### src/rtl/project_types.sv
// project_types: shared arbiter state/owner enums and memory chip-enable levels.
package project_types;
  typedef enum logic [1:0] {ARB_IDLE, ARB_BUSY, ARB_DONE} arb_state_t;
  typedef enum logic {OWN_IF, OWN_DM} owner_t;
  localparam logic CHIP_ENABLE = 1'b1;
  localparam logic CHIP_DISABLE = 1'b0;
endpackage

### src/rtl/mem_arbiter.sv
// mem_arbiter: shares one single-port memory between fetch and data ports, data first with a one-shot fetch fairness override.
module mem_arbiter
  import project_types::*;
#(
  parameter int ADDR_W = 32,
  parameter int DATA_W = 32,
  parameter int TIMEOUT = 16
) (
  input  logic              clk,
  input  logic              rst,
  input  logic              if_req,
  input  logic [ADDR_W-1:0] if_addr,
  output logic [DATA_W-1:0] if_rdata,
  output logic              if_ack,
  input  logic              dm_req,
  input  logic              dm_we,
  input  logic [DATA_W/8-1:0] dm_sel,
  input  logic [ADDR_W-1:0] dm_addr,
  input  logic [DATA_W-1:0] dm_wdata,
  output logic [DATA_W-1:0] dm_rdata,
  output logic              dm_ack,
  output logic              mem_ce,
  output logic              mem_we,
  output logic [DATA_W/8-1:0] mem_sel,
  output logic [ADDR_W-1:0] mem_addr,
  output logic [DATA_W-1:0] mem_wdata,
  input  logic [DATA_W-1:0] mem_rdata,
  input  logic              mem_ready,
  output logic              bus_err,
  output logic              stallreq_if,
  output logic              stallreq_mem
);
  localparam int SW = DATA_W / 8;
  localparam int CW = TIMEOUT > 1 ? $clog2(TIMEOUT) : 1;
  typedef struct packed {
    logic [ADDR_W-1:0] addr;
    logic [SW-1:0]     sel;
    logic              we;
    logic [DATA_W-1:0] wdata;
  } mem_req_t;
  arb_state_t state, state_nxt;
  owner_t owner, pick;
  mem_req_t if_r, dm_r, gnt_r;
  logic [CW-1:0] cnt;
  logic fair, abort, grant, hit, tmo;
  assign if_r = '{if_addr, {SW{1'b1}}, 1'b0, {DATA_W{1'b0}}};
  assign dm_r = '{dm_addr, dm_sel, dm_we, dm_wdata};
  // The ack cycle still sees the requester's old req, so arbitration waits for it to clear.
  assign grant = state == ARB_IDLE && !if_ack && !dm_ack && (if_req || dm_req);
  assign pick = (if_req && (!dm_req || fair)) ? OWN_IF : OWN_DM;
  assign gnt_r = pick == OWN_IF ? if_r : dm_r;
  assign hit = state == ARB_BUSY && mem_ready;
  assign tmo = state == ARB_BUSY && !mem_ready && cnt == CW'(TIMEOUT - 1);
  assign stallreq_if = if_req && !if_ack;
  assign stallreq_mem = dm_req && !dm_ack;
  always_comb begin
    state_nxt = state;
    state_nxt = grant ? ARB_BUSY : (hit || tmo) ? ARB_DONE : state == ARB_DONE ? ARB_IDLE : state;
  end
  always_ff @(posedge clk or negedge rst) begin
    if (!rst) state <= ARB_IDLE;
    else state <= state_nxt;
  end
  always_ff @(posedge clk or negedge rst) begin
    if (!rst) begin
      owner <= OWN_IF;
      mem_ce <= CHIP_DISABLE;
      mem_we <= 1'b0;
      mem_sel <= '0;
      mem_addr <= '0;
      mem_wdata <= '0;
      if_rdata <= '0;
      dm_rdata <= '0;
      if_ack <= 1'b0;
      dm_ack <= 1'b0;
      bus_err <= 1'b0;
      fair <= 1'b0;
      abort <= 1'b0;
      cnt <= '0;
    end else begin
      if_ack <= 1'b0;
      dm_ack <= 1'b0;
      bus_err <= 1'b0;
      if (grant) begin
        owner <= pick;
        mem_addr <= gnt_r.addr;
        mem_sel <= gnt_r.sel;
        mem_we <= gnt_r.we;
        mem_wdata <= gnt_r.wdata;
        mem_ce <= CHIP_ENABLE;
        cnt <= '0;
        abort <= 1'b0;
        if (pick == OWN_IF) fair <= 1'b0;
      end
      if (hit || tmo) begin
        mem_ce <= CHIP_DISABLE;
        abort <= tmo;
        if (owner == OWN_IF) if_rdata <= hit ? mem_rdata : '0;
        else dm_rdata <= hit ? mem_rdata : '0;
      end else if (state == ARB_BUSY) cnt <= cnt + 1'b1;
      if (state == ARB_DONE) begin
        if_ack <= owner == OWN_IF;
        dm_ack <= owner == OWN_DM;
        bus_err <= abort;
        if (owner == OWN_DM && if_req) fair <= 1'b1;
      end
    end
  end
endmodule

### config.mk
export PLATFORM = sky130hd
export DESIGN_NAME = mem_arbiter
export DESIGN_NICKNAME = d
export VERILOG_FILES = /design/src/rtl/project_types.sv /design/src/rtl/mem_arbiter.sv
export SDC_FILE = /design/constraint.sdc
export NUM_CORES = 1
export LEC_CHECK = 0
export CAP_MARGIN = 5
export CORE_UTILIZATION = 43
export CTS_BUF_LIST = sky130_fd_sc_hd__clkbuf_4 sky130_fd_sc_hd__clkbuf_8
export DETAILED_ROUTE_END_ITERATION = 7
export PLACE_DENSITY_LB_ADDON = 0.12
export SLEW_MARGIN = 20
export SYNTH_ARGS = -nofsm -noshare
export SYNTH_HDL_FRONTEND = slang
export SYNTH_SLANG_ARGS = --single-unit
### constraint.sdc
create_clock -name clk -period 2.25 [get_ports clk]
set_input_delay 0.5625 -clock clk [delete_from_list [all_inputs] [get_ports clk]]
set_output_delay 0.5625 -clock clk [all_outputs]
set_load 0.02 [all_outputs]
Word level (Yosys, flattened, before mapping)
Cells that the tools add are included.
{ "word_totals": {"latch_bits": 0, "romBits": 0, "reg_bits": 146, "n_memories": 0, "out_inout_bits": 139, "mem_bits_rw": 0} }
{ "classes": {"bitwise": 1, "eq_ne": 3, "div_mod_pow": 0, "reduce_logical": 22, "addsub": 1, "shift": 0, "mux": 20, "n_lt_le_gt_ge": 0, "mul": 0} }
{ "ops": {"columns": ["cell", "n"], "rows": [
  ["$mux W69", 1],
  ["$mux W32", 1],
  ["$mux W1", 12],
  ["$mux W4", 3],
  ["$logic_and A1 B1 Y1", 10],
  ["$mux W2", 3],
  ["$add A4 B1 Y4 const B", 1],
  ["$eq A4 B4 Y1 const B", 1],
  ["$logic_not A1 Y1", 4],
  ["$reduce_and A2 Y1", 2],
  ["$logic_or A1 B1 Y1", 3],
  ["$reduce_bool A3 Y1", 1],
  ["$eq A2 B1 Y1 const B", 1],
  ["$eq A2 B2 Y1 const B", 1],
  ["$logic_not A2 Y1", 1],
  ["$reduce_bool A2 Y1", 1],
  ["$not A1 Y1", 1]
]} }

Depth between registers and ports, before layout
{ "logic_depth": {"depth_word": 7, "mapped_depth": 6, "mapped_depth_nobuf": 4} }

Worst setup path before layout
Ideal clock, no wire load.
{ "synth_path": {"path_type": "input port to output port", "from": "input port if_req", "to": "output port stallreq_if", "required_time_ps": 1688, "n_path_buf": 2, "arrival_time_ps": 1237, "cell_stages": 4, "slack_ps": 451, "cell_sequence": "inv_1 clkbuf_1 clkbuf_1 nor2_1"} }
{ "synth_via": {"elab_chain_len": 1} }
{ "synth_lines": {"columns": ["element", "line_no", "text"], "rows": [
  ["start, declared", "mem_arbiter.sv:11", "input logic if_req,"],
  ["$logic_and A1 B1 Y1", "mem_arbiter.sv:54", "assign stallreq_if = if_req && !if_ack;"],
  ["end, declared", "mem_arbiter.sv:30", "output logic stallreq_if,"]
]} }
No other way between the ends.

Worst setup path after layout
Same ends and word-level chain as after synthesis.

==> results.py <==
metrics = {
    "sta": {
        "finClkSkew_ns": 0.0108,
        "fmaxAchievable_mhz": 466,
        "fin_crit_sh": 0.954,
        "slew_headroom": 0.613,
        "worst_pin_slew_ns": 0.580,
        "hold_viol_final": 0,
        "rsz0062_at_grt": "false",
        "layout_min_cycle_time_ns": 2.15,
        "timing.hold.ws_ns": 0.0541,
        "setup_viol": 0,
        "maxSlewViolCount": 0,
        "tns_ns": 0,
    },
    "routing": {
        "vias_per_cell": 5.80,
        "drc_errors": 0,
        "drtAntennaViolNets": 0,
        "vias": 5861,
        "drt_iter0_drc": 420,
        "totalWireLength_mm": 19.7,
        "wl_per_cell_um": 19.5,
        "firstDrtPassIters": 5,
    },
    "place": {
        "port-buffer-count": 276,
        "gp_congestion": 0.824,
        "placed_area_um2": 9160,
        "dpl.hpwl_mm": 13.3,
    },
    "setup_path": {
        "slowest_delay_ns": 0.48,
        "worst_ep_arrival_time_ns": 1.58,
        "critPathLaunch": "if_req",
        "r2r_setup_slack_ns": 0.46,
        "cpMaxStageDelayCell": "clkdlybuf4s50_1",
        "reg2reg_from": "state[1]",
        "ff2ff_path_depth": 4,
        "endpoint": "stallreq_if",
        "critPathKind": "input pin to output pin",
        "critPathLaunchType": "input pin",
        "r2r-end": "mem_wdata[17]",
        "cp_data_required_time_ns": 1.69,
        "cp_cell_sequence": "clkdlybuf4s50_1 -> inv_1 -> nor2_1 -> dlygate4sd2_1",
        "path_max_fanout": 2,
        "end_kind": "output pin",
    },
    "synth": {
        "syn_area_um2": 6120,
        "ys_ff_latch": 146,
        "synth-edff-count": 0,
        "yosysWarningCount": 0,
        "synth.most_common_cell": "dfrtp_1",
        "synth_ff_type": "dfrtp_1",
        "yosysTopAreaCellShare": 0.597,
        "synth_largest_area_cell": "dfrtp_1",
        "syn-num-nets": 698,
        "synthArstFlopShare": 1.00,
        "avgSynthCellArea_um2": 10.9,
        "ys_seq_area_frac": 0.597,
        "syn_inst": 559,
        "synth.top_cells.by_area": "dfrtp_1, o21ai_0, a22o_1, o211ai_1, a31oi_1",
        "synth.top_cells.by_count": "dfrtp_1, o21ai_0, a22o_1",
        "synth.distinct_cells": 36,
    },
    "clock_tree": {
        "clock-sinks": 146,
        "post_cts_buffers": 0,
        "clk_path_buf_depth": 2,
        "insertion_delay_ns": 0.44,
        "cts.clk_slew.worst_paths_ns": 0.08,
        "clk_root_buffer_cell": "clkbuf_8",
        "cts_tree": "done",
        "cts_buffers": 17,
        "h-tree-depth": 4,
    },
    "power": {
        "leakage_uw": 0.00395,
        "switching_share": 0.395,
        "seqPwrFrac": 0.344,
        "p_total_uw": 13200,
        "peakVddDrop_uv": 593,
        "pwr-share-comb": 0.509,
        "p_int_uw": 7980,
        "switching_power_uw": 5200,
        "pwr-share-clk": 0.147,
        "power_density_nw_per_um2": 1380,
    },
    "die": {
        "rows": 43,
        "core_area_um2": 13900,
        "die_area_um2": 14700,
        "initial_utilization": 0.441,
        "die_w_um": 121,
        "ios": 277,
        "chipHeight_um": 121,
    },
    "final_layout": {
        "fillers": 1039,
        "final_area_um2": 9540,
        "diodes": 0,
        "final_util": 0.687,
        "drive_above_1_share": 0.0818,
        "area_delta_synth_final_pct": 55.9,
        "layout.nets": 957,
    },
    "global_route": {
        "grt_antenna_before_repair": 0,
        "overflow": 0,
        "grt_pass1_vias": 5900,
        "grt_pass1_wl_mm": 30.5,
        "track_usage": 0.272,
        "grt_max_degree": 66,
    },
    "hold_path": {
        "hold_class": "input pin to async pin",
    },
    "flow_run": {
        "max-cap-violations": 0,
    },
    "status": {
        "status": "complete, no violations",
    },
}
how the worst min path moves through the flow:
stage | start | cells past startpoint | to | slack (ns)
2_1_floorplan | rst | 0 | abort | 0.27
3_5_place_dp | abort | 1 | bus_err | 0.48
4_1_cts | rst | 1 | dm_rdata[12] | 0.06
3_3_place_gp | abort | 1 | bus_err | 0.48
5_1_grt | rst | 1 | dm_rdata[19] | 0.08
6_report | rst | 1 | if_rdata[22] | 0.05
layer usage:
layer | part of all wire | global-route usage
met1 | 0.41 | 0.339
met2 | 0.48 | 0.438
met3 | 0.073 | 0.0667
met4 | 0.031 | 0.140
met5 | 0 | 0
state kept, by name (all words and copies together) (netlist names), 2 cells and up:
signal	cells
dm_rdata	32
if_rdata	32
mem_addr	32
mem_wdata	32
cnt	4
mem_sel	4
state	2
metrics by stage:
| step | worst slack (ns) | instances |
|---|---|---|
| global route | 0.0656 | 1011 |
| detailed placement | -0.181 | 979 |
| finish | 0.103 | 1011 |
| floorplan | 0.451 | 559 |
| CTS | 0.0865 | 1011 |
| global placement | -0.167 | 979 |
area by class of cell:
type	count	area (um^2)	area share
sequential	146	3650	0.383
timing repair buffer	302	3070	0.322
multi-input combinational	345	2190	0.230
clock buffer	22	290	0.0304
tap	180	225	0.0236
clock inverter	10	83.8	0.00879
inverter	6	22.5	0.00236
cells in the final DEF, fill, tap and decap left out, types with 3 or more instances in the layout:
cell type / synthesis / final
dfrtp_1: 146 / 146
a22o_1: 66 / 66
a21oi_1: 36 / 36
nor2b_1: 4 / 3
o211ai_1: 32 / 32
buf_4: 0 / 17
inv_1: 5 / 5
clkinv_2: 0 / 6
a31oi_1: 37 / 37
nand2_1: 4 / 4
clkdlybuf4s50_1: 0 / 273
buf_12: 0 / 9
nor2_1: 5 / 3
and2_1: 3 / 3
o21ai_0: 131 / 131
clkbuf_8: 0 / 20
power groups by stage:
stage | logic [uW] | registers, uW | clock network, uW
2_1_floorplan | 2100 | 5770 | 0
3_5_place_dp | 6720 | 4550 | 0
4_1_cts | 6740 | 4520 | 1980
5_1_grt | 7150 | 4670 | 2090
3_3_place_gp | 6590 | 4500 | 0
6_report | 6710 | 4530 | 1930
critical path, delay by kind of cell:
family                 cells  cell delay [ns]
buffers and inverters      3             0.91
and+or+nand+nor            1             0.10
repair_timing:
action,4_1_cts,5_1_grt
endpoints found under the setup margin,2,0
hold buffers,0,0
resized for setup,2,0
cells by family (layout without fill, tap and decap cells):
logic type,after synthesis,count (layout),synth area share
compound gates,312,312,0.321
flops,146,146,0.597
buf+inv,68,340,0.0475
simple gates,30,30,0.0286
mux,2,2,0.00368
fa+ha+maj,1,1,0.00205
Power figures use the tool's default switching activity.
